[src/rtl/kmac_ascon_pkg.sv]
// Shared types for the KMAC/Ascon sequencer: FSM state codes, request modes
// and the default engine-response timeout.
package kmac_ascon_pkg;

    localparam int unsigned TIMEOUT_DEFAULT = 4096;

    typedef enum logic [2:0] {
        ST_IDLE       = 3'd0,
        ST_KMAC_RUN   = 3'd1,
        ST_CHAIN_FEED = 3'd2,
        ST_HASH_FEED  = 3'd3,
        ST_HASH_WAIT  = 3'd4,
        ST_DONE       = 3'd5
    } state_e;

    typedef enum logic [1:0] {
        MODE_KMAC  = 2'd0,
        MODE_HASH  = 2'd1,
        MODE_CHAIN = 2'd2,
        MODE_RSVD  = 2'd3
    } mode_e;

endpackage

[src/rtl/kmac_ascon_word_ser.sv]
// Splits a captured KMAC tag into WORD_BITS words, lowest word first, one per
// cycle while active, flagging the first and last word.
module kmac_ascon_word_ser #(
    parameter int DIGEST_BITS = 256,
    parameter int WORD_BITS   = 64
) (
    input  logic                   clk,
    input  logic                   rst_n,
    input  logic                   active,
    input  logic [DIGEST_BITS-1:0] mac,
    output logic [WORD_BITS-1:0]   word,
    output logic                   word_first,
    output logic                   word_last
);

    localparam int NW = DIGEST_BITS / WORD_BITS;
    localparam int IW = (NW > 1) ? $clog2(NW) : 1;
    localparam logic [IW-1:0] LAST_IDX = IW'(NW - 1);

    logic [IW-1:0] idx_q;

    assign word_first = (idx_q == '0);
    assign word_last  = (idx_q == LAST_IDX);

    if (NW == 1) begin : g_single
        assign word = mac[WORD_BITS-1:0];
    end else begin : g_multi
        logic [NW-1:0][WORD_BITS-1:0] words;
        assign words = mac;
        assign word  = words[idx_q];
    end

    // NOTE: sequential state uses non-blocking assignments so every register
    // samples pre-edge values regardless of process ordering.
    always_ff @(posedge clk or negedge rst_n) begin
        if (!rst_n) begin
            idx_q <= '0;
        end else if (active && !word_last) begin
            idx_q <= idx_q + 1'b1;
        end else begin
            idx_q <= '0;
        end
    end

endmodule

[src/rtl/kmac_ascon_seq.sv]
// Sequences KMAC, Ascon-hash and KMAC-then-hash (chain) operations over
// external engines, with a response timeout and single-cycle status pulses.
module kmac_ascon_seq
    import kmac_ascon_pkg::*;
#(
    parameter int          DIGEST_BITS    = 256,
    parameter int          WORD_BITS      = 64,
    parameter int unsigned TIMEOUT_CYCLES = TIMEOUT_DEFAULT
) (
    input  logic                   clk,
    input  logic                   rst_n,
    input  logic                   req_valid,
    output logic                   req_ready,
    input  logic [1:0]             req_mode,
    output logic                   kmac_start,
    input  logic                   kmac_done,
    input  logic [DIGEST_BITS-1:0] kmac_mac,
    input  logic                   host_valid,
    output logic                   host_ready,
    input  logic [WORD_BITS-1:0]   host_data,
    input  logic                   host_last,
    output logic                   hash_msg_valid,
    output logic                   hash_msg_start,
    output logic                   hash_msg_last,
    output logic [WORD_BITS-1:0]   hash_msg,
    input  logic                   hash_ready,
    output logic [DIGEST_BITS-1:0] mac_out,
    output logic                   op_done,
    output logic                   op_err,
    output logic                   busy,
    output logic [2:0]             top_state
);

    if ((DIGEST_BITS % WORD_BITS) != 0 || DIGEST_BITS < WORD_BITS) begin : g_bad_params
        $error("DIGEST_BITS must be a nonzero multiple of WORD_BITS");
    end

    localparam logic [31:0] TO_LAST = 32'(TIMEOUT_CYCLES - 1);

    state_e               state_q, state_n;
    mode_e                mode_q;
    logic [31:0]          cnt_q;
    logic                 timeout;
    logic                 start_n, err_n, done_n;
    logic                 first_q;
    logic                 fwd_valid_q, fwd_start_q, fwd_last_q;
    logic [WORD_BITS-1:0] fwd_data_q;
    logic                 chain_act;
    logic [WORD_BITS-1:0] ser_word;
    logic                 ser_first, ser_last;

    assign timeout   = (TIMEOUT_CYCLES != 0) && (cnt_q == TO_LAST);
    assign chain_act = (state_q == ST_CHAIN_FEED);

    kmac_ascon_word_ser #(
        .DIGEST_BITS (DIGEST_BITS),
        .WORD_BITS   (WORD_BITS)
    ) u_word_ser (
        .clk        (clk),
        .rst_n      (rst_n),
        .active     (chain_act),
        .mac        (mac_out),
        .word       (ser_word),
        .word_first (ser_first),
        .word_last  (ser_last)
    );

    // NOTE: every always_comb output gets a default first so no path can
    // leave it unassigned and infer a latch.
    always_comb begin
        state_n = state_q;
        start_n = 1'b0;
        err_n   = 1'b0;
        done_n  = 1'b0;
        case (state_q)
            ST_IDLE: begin
                if (req_valid) begin
                    case (mode_e'(req_mode))
                        MODE_RSVD: err_n   = 1'b1;
                        MODE_HASH: state_n = ST_HASH_FEED;
                        default: begin
                            start_n = 1'b1;
                            state_n = ST_KMAC_RUN;
                        end
                    endcase
                end
            end
            // A response on the same cycle as the timeout takes priority.
            ST_KMAC_RUN: begin
                if (kmac_done) begin
                    state_n = (mode_q == MODE_CHAIN) ? ST_CHAIN_FEED : ST_DONE;
                end else if (timeout) begin
                    err_n   = 1'b1;
                    state_n = ST_IDLE;
                end
            end
            ST_CHAIN_FEED: if (ser_last) state_n = ST_HASH_WAIT;
            ST_HASH_FEED:  if (host_valid && host_last) state_n = ST_HASH_WAIT;
            ST_HASH_WAIT: begin
                if (hash_ready) begin
                    state_n = ST_DONE;
                end else if (timeout) begin
                    err_n   = 1'b1;
                    state_n = ST_IDLE;
                end
            end
            ST_DONE: begin
                done_n  = 1'b1;
                state_n = ST_IDLE;
            end
            default: state_n = ST_IDLE;
        endcase
    end

    always_ff @(posedge clk or negedge rst_n) begin
        if (!rst_n) begin
            state_q     <= ST_IDLE;
            mode_q      <= MODE_KMAC;
            cnt_q       <= '0;
            kmac_start  <= 1'b0;
            op_err      <= 1'b0;
            op_done     <= 1'b0;
            mac_out     <= '0;
            first_q     <= 1'b1;
            fwd_valid_q <= 1'b0;
            fwd_start_q <= 1'b0;
            fwd_last_q  <= 1'b0;
            fwd_data_q  <= '0;
        end else begin
            state_q    <= state_n;
            kmac_start <= start_n;
            op_err     <= err_n;
            op_done    <= done_n;
            if (state_q == ST_IDLE && req_valid) mode_q <= mode_e'(req_mode);
            if (state_n != state_q) begin
                cnt_q <= '0;
            end else if (state_q == ST_KMAC_RUN || state_q == ST_HASH_WAIT) begin
                cnt_q <= cnt_q + 32'd1;
            end
            if (state_q == ST_KMAC_RUN && kmac_done) mac_out <= kmac_mac;
            // Host words are forwarded through one register stage.
            if (state_q == ST_HASH_FEED && host_valid) begin
                fwd_valid_q <= 1'b1;
                fwd_start_q <= first_q;
                fwd_last_q  <= host_last;
                fwd_data_q  <= host_data;
                first_q     <= 1'b0;
            end else begin
                fwd_valid_q <= 1'b0;
                fwd_start_q <= 1'b0;
                fwd_last_q  <= 1'b0;
                if (state_q == ST_IDLE) first_q <= 1'b1;
            end
        end
    end

    assign req_ready      = (state_q == ST_IDLE);
    assign host_ready     = (state_q == ST_HASH_FEED);
    assign busy           = (state_q != ST_IDLE);
    assign top_state      = state_q;
    assign hash_msg_valid = chain_act | fwd_valid_q;
    assign hash_msg_start = chain_act ? ser_first : fwd_start_q;
    assign hash_msg_last  = chain_act ? ser_last  : fwd_last_q;
    assign hash_msg       = chain_act ? ser_word  : fwd_data_q;

endmodule

[config.mk]
export PLATFORM = sky130hd
export DESIGN_NAME = kmac_ascon_seq
export DESIGN_NICKNAME = d
export VERILOG_FILES = /design/src/rtl/kmac_ascon_pkg.sv /design/src/rtl/kmac_ascon_word_ser.sv /design/src/rtl/kmac_ascon_seq.sv
export SDC_FILE = /design/constraint.sdc
export NUM_CORES = 1
export LEC_CHECK = 0
export CORE_AREA = 2 2 254 256
export DETAILED_ROUTE_END_ITERATION = 10
export DIE_AREA = 0 0 256 258
export GPL_TIMING_DRIVEN = 0
export PLACE_DENSITY = 0.5
export SYNTH_ARGS = -nofsm -noshare
export SYNTH_HDL_FRONTEND = slang
export SYNTH_SLANG_ARGS = --single-unit
[constraint.sdc]
create_clock -name clk -period 3.9 [get_ports clk]
set_clock_uncertainty 0.2 [all_clocks]
set_input_delay 0.78 -clock clk [delete_from_list [all_inputs] [get_ports clk]]
set_output_delay 0.78 -clock clk [all_outputs]
set_load 0.01 [all_outputs]
# Word level (Yosys, flattened, before mapping)
# Index checks and enable logic that the tools add are counted.
# op_classes
n_addsub,2
n_lt_le_gt_ge,1
n_eq_ne,11
mux,32
n_bitwise,1
reduce_logical,13
# op_table
op,count
binary-select mux 64 bit (select 2 bit),1
two-way mux 64 bit,2
two-way mux 32 bit,2
"adder 32 x 1 -> 32 bit, second input constant",1
"== test 32 x 12 -> 1 bit, second input constant",1
two-way mux 3 bit,7
two-way mux 1 bit,16
one-hot mux 3 bit (5 select lines),1
"== test 2 bit, second input constant",3
"== test 3 x 2 -> 1 bit, second input constant",2
"== test 3 bit, second input constant",2
one-hot mux 3 bit (2 select lines),1
logical AND 1 bit,5
nonzero test 2 bit,2
"== test 3 x 1 -> 1 bit, second input constant",1
logical NOT 3 bit,1
"less-than comparator 2 x 3 -> 1 bit, second input constant",1
!= test 3 bit,1
one-hot mux 1 bit (3 select lines),1
nonzero test 3 bit,1
"adder 2 x 1 -> 2 bit, second input constant",1
"== test 2 x 1 -> 1 bit, second input constant",1
logical NOT 2 bit,1
two-way mux 2 bit,1
other kinds (4),4
# totals
regBits,366
inputBits,329
output_inout_bits,332
word_cells,73

# Depth between registers and ports, before layout
# Gate-level depths: netlist (run 1).
# depth
depth_word,6
depth_mapped,8
mapped_depth_nobuf,6

# Cells and area by module
# A second synthesis (run 1) with hierarchy kept.
# hier_totals
hier_cells,1626
area_unflattened_um2,16884.9
# modules_own_cells
module,instances,cells_each,area_each_um2,seq_area_each_um2
kmac_ascon_seq,1,1540,15239.6,9110.0
kmac_ascon_word_ser,1,86,1645.3,50.0

# Least setup slack after synthesis (run 1)
# No wires, ideal clock.
# synth_path
path_type,register to output
start,register u_word_ser.idx_q[0]
end,output hash_msg[10]
arrival_time_ns,1.743
required_ns,2.920
slack_ns,1.177
path_stages_with_launch,4
n_path_buf,1
cell_sequence,dfrtp_1 > buf_1 > mux4_2 > mux2_2
# synth_between
elab_chain_cells,3
# synth_lines
element,line,text
start: declaration,kmac_ascon_word_ser.sv:20,logic [IW-1:0] idx_q;
start signal: assignment,kmac_ascon_word_ser.sv:39,idx_q <= idx_q + 1'b1;
binary-select mux 64 bit (select 2 bit),kmac_ascon_word_ser.sv:30,assign word = words[idx_q];
two-way mux 64 bit (not written as such),kmac_ascon_word_ser.sv:30,
two-way mux 64 bit,kmac_ascon_seq.sv:164,assign hash_msg = chain_act ? ser_word : fwd_data_q;
end: declaration,kmac_ascon_seq.sv:25,"output logic [WORD_BITS-1:0] hash_msg,"
# No other way between the ends. The select of a mux whose other input is x is not followed.

# Worst setup path in the final report (run 1)
# layout_path
start,register u_word_ser.idx_q[0]
end,output hash_msg[29]
# The elaborated chain is that of the path after synthesis.

==> results.yml, run 1 <==
yosys:
  yosys.area_share.simple_pct: 4.899
  netlist_top_cells_area: "dfrtp_1, mux2_2, mux4_2"
  yosysTopAreaCellShare_pct: 54.69
  synth_adder_area_share_pct: 0.2247
  synth_top_family_by_area: "multiplexers"
  seq_area_frac_synth_pct: 54.84
  async_flop_share_pct: 100.0
  yosysWarnings: 0
  synth_edf_count: 0
  synth_compound_area_share_pct: 0.7341
  netlist_instances: 1094
  synth-seq-cells: 366
  synth_area_per_cell_um2: 15.27
  yosys.area_share.xor_xnor_pct: 1.790
  synth_nets: 1426
  synth_mux_area_share_pct: 34.77
  synth_cell_type_count: 50
  netlist_area_um2: 16700
  ys.flop_type: "dfrtp_1"
  post-synth-top-area-cell: "dfrtp_1"
drt:
  wire_per_inst_um: 25.99
  wirelength_um: 70080
  drtPass1Iterations: 5
  drtIter0Drc: 607
  drc: 0
  via_count: 12479
  ant_nets: 0
  viasPerCell: 4.629
cts:
  cts_buffers: 46
  clock_sinks: 366
  htree_levels: 2
  clkTransAtPathRegs_ns: 0.05
  cts.path.max_buffers: 3
  tritoncts: "done"
  insertion_delay_ns: 0.57
  cts_root_buf: "clkbuf_16"
global_route:
  grt_pass1_wl_um: 100100
  grt_pass1_vias: 13448
  antenna_found_initial: 11
  grt_overflow: 0
  grt_start_max_net_pins: 107
  globalRouteTotalUtil_pct: 20.71
sta:
  worstMarginPinSlew_ns: 0.7768
  finalCritPeriodShare_pct: 96.46
  tns_ns: 0
  slew_violations: 0
  fin_crit_ns: 3.762
  rsz0062_at_grt: "no"
  fmax_mhz: 265.8
  slew_headroom_pct: 48.21
  final-setup-viol-count: 0
  whs_ns: -0.003247
  finalHoldViolCount: 3
power_and_ir_drop:
  combPwrFrac_pct: 49.5
  powerDensity_nw_per_um2: 845.5
  p_clk_share_pct: 18.7
  p_int_uw: 14430
  net-switching-power_uw: 7571
  vdd_drop_max_v: 0.0003748
  sw_frac_of_total_pct: 34.41
  power.leakage_uw: 0.01030
  seqPwrFrac_pct: 31.8
setup_path:
  critPathMaxFanout: 10
  critPathLaunchType: "flop"
  rr_startpoint: "top_state[1]"
  cp.required_ns: 2.92
  crit_type: "reg2out"
  crit_path_end_kind: "primary output"
  r2r_slack_ns: 0.83
  crit_arrival_ns: 2.78
  critPathLaunch: "u_word_ser.idx_q[0]"
placed_design:
  dp_cells: 2612
  dpl.hpwl_um: 53490
  gp_congestion: 0.8892
  port_buffers: 660
die:
  die_area_um2: 66050
  io_pins: 661
  rows: 93
  coreArea_um2: 63650
  die-width_um: 256
  start_util_pct: 26.24
  die_h_um: 258
run_status:
  status: "finished, violations left"
  violations: "hold timing"
final_layout:
  fin_cells: 2696
  nNetsFinal: 2137
  final_cell_mix: "clkdlybuf4s50_1, mux2_2, dfrtp_1"
  layout_commonest_cell: "clkdlybuf4s50_1"
  layout-drive-gt1-share_pct: 32.90
  syn_to_final_growth_pct: 55.79
worst_hold_path:
  hp-class: "in2async"
job:
  cap_violations: 0
## timing repair
action | CTS | global route
setup endpoints to repair | 67 | 26
setup buffers | 1 | 0
gates cloned | 0 | 0
pin swaps | 1 | 0
hold buffers | 0 | 0
gates resized for setup | 46 | 5
## critical path, stage by stage (launching register included)
cell             delay (ns)
dfrtp_2                0.43
buf_8                  0.21
buf_8                  0.20
mux4_2                 0.54
mux2_2                 0.33
clkdlybuf4s50_1        0.49
## state kept, by name (all words and copies together) (netlist names)
register          count
cnt_q                32
first_q               1
fwd_data_q           64
fwd_last_q            1
fwd_start_q           1
fwd_valid_q           1
kmac_start            1
mac_out             256
mode_q                2
op_done               1
op_err                1
top_state             3
u_word_ser.idx_q      2
## synth_stat cells (5+ instances only)
library cell	n
inv_1	14
nand3_1	10
nand4_1	8
nor4_1	12
buf_6	7
buf_1	6
buf_2	43
and3_1	5
mux2_2	386
nand2_1	17
mux4_2	64
dfrtp_1	365
xnor2_1	23
o21ai_0	6
and2_1	6
xor2_1	8
nor2_1	10
nor3_1	38
clkbuf_1	12
## path summary, 6_finish.rpt
path,endpoint,cells past startpoint
worst max-delay path,hash_msg[29],5
worst min-delay path,mac_out[36],1
worst max register to register,mac_out[130],6
worst min register to register,first_q,2
max in group asynchronous,cnt_q[24],3
min in group clk,first_q,2
## stage by stage
step / util, % / instance area [um2] / setup slack [ns] / total power (uW)
2_1_floorplan: - / 16700 / 1.177 / 11720
6_report: 40.88 / 26020 / 0.1382 / 22000
3_3_place_gp: 38.30 / 24380 / -15.72 / 17980
5_1_grt: 40.87 / 26020 / 0.0004223 / 23180
3_5_place_dp: 38.44 / 24470 / -0.2219 / 18020
4_1_cts: 40.84 / 25990 / 0.004763 / 22370
## final cells by class
class | count | area, um2
clock buffers | 75 | 1401
plain buffers | 73 | 501.7
multi-input cells | 640 | 7093
repair buffers | 664 | 6704
flip-flops and latches | 366 | 9161
clock inverters | 4 | 23.77
inverters | 14 | 52.55
well taps | 855 | 1070
diodes | 5 | 12.51
fillers | 5994 | 37630
## power by group through the flow
| stage | Sequential [uW] | Clock (uW) | Combinational, uW |
|---|---|---|---|
| global route | 7250 | 4430 | 11500 |
| detailed placement | 7050 | 0 | 11000 |
| CTS | 7010 | 4270 | 11100 |
| global placement | 7030 | 0 | 11000 |
| finish | 7000 | 4110 | 10900 |
| floorplan | 7240 | 0 | 4480 |
## routing by layer
layer | wire length, um | GRT usage (%)
met1 | 28100 | 24.95
met2 | 35710 | 36.47
met3 | 4599 | 5.614
met4 | 1611 | 5.523
met5 | 58 | 0
## cells by family (layout without fill, tap and decap cells)
group,after synthesis,in the layout
multiplexers,452,452
flip-flops,366,366
AND/OR/NAND/NOR,135,135
buffers and inverters,88,830
XOR/XNOR,32,32
AO/OA/AOI/OAI,18,18
adder cells (fa/ha/maj),3,3
other,0,5
Note: power is estimated with default switching activity, not from simulation.
==> run 2, diff against run 1 <==
- clock period: 3.9 -> 4.8 ns (I/O delays scaled with it)
==> results.yml, run 2 (same netlist as run 1, synthesis figures left out) <==
setup_path:
  critPathMaxFanout: 10
  cp_common_cell: "buf_2"
  rr_startpoint: "top_state[1]"
  crit_path_end_kind: "primary output"
  crit_arrival_ns: 3.39
  crit_chain: "buf_6, clkbuf_1, nor2_2, buf_2, buf_2, mux2_2, clkdlybuf4s50_1"
  crit_family: "buffers and inverters"
  endpoint: "hash_msg[34]"
  cp_num_buf_inv: 5
  critPathLaunchType: "flop"
  crit_type: "reg2out"
  critPathLaunch: "top_state[0]"
  cp.required_ns: 3.64
  ff2ff_path_depth: 6
  r2r_slack_ns: 1.68
  path_depth: 7
  slowest_stage: "clkdlybuf4s50_1"
  reg2reg_to: "mac_out[130]"
  cpPeakStageDelay_ns: 0.54
cts:
  htree_levels: 2
  cts_root_buf: "clkbuf_16"
  hold_buffers: 0
  cts_buffers: 46
  cts.path.max_buffers: 3
  insertion_delay_ns: 0.57
  tritoncts: "done"
  clkTransAtPathRegs_ns: 0.05
  clock_sinks: 366
die:
  die_h_um: 258
  die_area_um2: 66050
  start_util_pct: 26.24
  rows: 93
  die-width_um: 256
  io_pins: 661
  coreArea_um2: 63650
placed_design:
  port_buffers: 660
  gp_congestion: 0.8892
  pre_cts_ws_ns: 0.4981
  dp_cells: 2612
  dpl.hpwl_um: 53490
  dpl_cell_area_um2: 24470
global_route:
  grt_pass1_vias: 13441
  grt_overflow: 0
  grt_start_max_net_pins: 107
  globalRouteTotalUtil_pct: 20.71
  grt_pass1_wl_um: 100100
  antenna_found_initial: 11
worst_hold_path:
  hp-class: "in2async"
final_layout:
  final_cell_mix: "clkdlybuf4s50_1, mux2_2, dfrtp_1"
  syn_to_final_growth_pct: 55.11
  layout_commonest_cell: "clkdlybuf4s50_1"
  largest_register_ffs: 256
  final_area_um2: 25910
  top_regs: "mac_out (256), fwd_data_q (64), cnt_q (32)"
  layout-drive-gt1-share_pct: 32.19
  nNetsFinal: 2137
  fin_cells: 2696
  top_register: "mac_out"
  fillers: 6001
sta:
  whs_ns: 0.1693
  fmax_mhz: 219.7
  finalCritPeriodShare_pct: 94.81
  final-setup-viol-count: 0
  setup_ws_ns: 0.2491
  slew_violations: 0
  fin_crit_ns: 4.551
  slew_headroom_pct: 31.82
  finalHoldViolCount: 0
  rsz0062_at_grt: "no"
  worstMarginPinSlew_ns: 1.023
drt:
  drc: 0
  wire_per_inst_um: 25.99
  via_count: 12462
  viasPerCell: 4.622
  wirelength_um: 70070
  drtPass1Iterations: 4
  drtIter0Drc: 548
  ant_nets: 0
job:
  cap_violations: 0
power_and_ir_drop:
  power.leakage_uw: 0.01023
  powerDensity_nw_per_um2: 688.1
  finalPower_uw: 17830
  vdd_drop_max_v: 0.0003043
run_status:
  status: "completed"
[run 2: changes by cell type in the layout (fill, tap and decap cells not counted), moves of 3 or more]
cell	delta
buf_2	+7
buf_1	+6
buf_4	-6
clkbuf_1	+6
clkbuf_4	-6
buf_8	-4
buf_6	-3
[run 2: worst min-delay path by stage]
stage | from | endpoint | slack (ns) | depth (start not counted)
2_1_floorplan | mode_q[0] | mode_q[0] | 0.25 | 2
3_3_place_gp | mode_q[0] | mode_q[0] | 0.28 | 2
3_5_place_dp | first_q | first_q | 0.28 | 2
4_1_cts | rst_n | mac_out[38] | 0.19 | 1
5_1_grt | rst_n | mac_out[36] | 0.22 | 1
6_report | rst_n | mac_out[36] | 0.17 | 1
[run 2: power breakdown]
group | switching, uW | internal, uW | leakage, uW
combinational | 3630 | 5170 | 0.00510
clock | 1370 | 1970 | 0.000701
sequential | 1160 | 4530 | 0.00443
total | 6150 | 11700 | 0.0102
[run 2: metrics by stage]
stage / TNS (ns) / utilization [%]
detailed placement: 0 / 38.44
global route: 0 / 40.70
global placement: -5462.01 / 38.30
CTS: 0 / 40.68
floorplan: 0 / -
finish: 0 / 40.70
[run 2: timing repair]
action,in CTS,in global routing
resized for setup,2,0
setup endpoints to repair,49,0
buffers inserted,0,0
[run 2: layout make-up]
class | count | area, um2 | share of cell area (%)
diodes | 5 | 12.51 | 0.04830
plain buffers | 74 | 405.4 | 1.565
clock buffers | 75 | 1401 | 5.409
clock inverters | 4 | 23.77 | 0.09176
inverters | 14 | 52.55 | 0.2028
multi-input cells | 640 | 7088 | 27.36
flip-flops and latches | 366 | 9160 | 35.36
well taps | 855 | 1070 | 4.129
repair buffers | 663 | 6694 | 25.84
[run 2: metal layers]
metal	vias up	wire (um)	global-route usage [%]
met5	-	60	0
li1	5467	-	-
met3	90	4716	5.614
met1	6447	28010	24.98
met2	448	35740	36.44
met4	10	1543	5.523
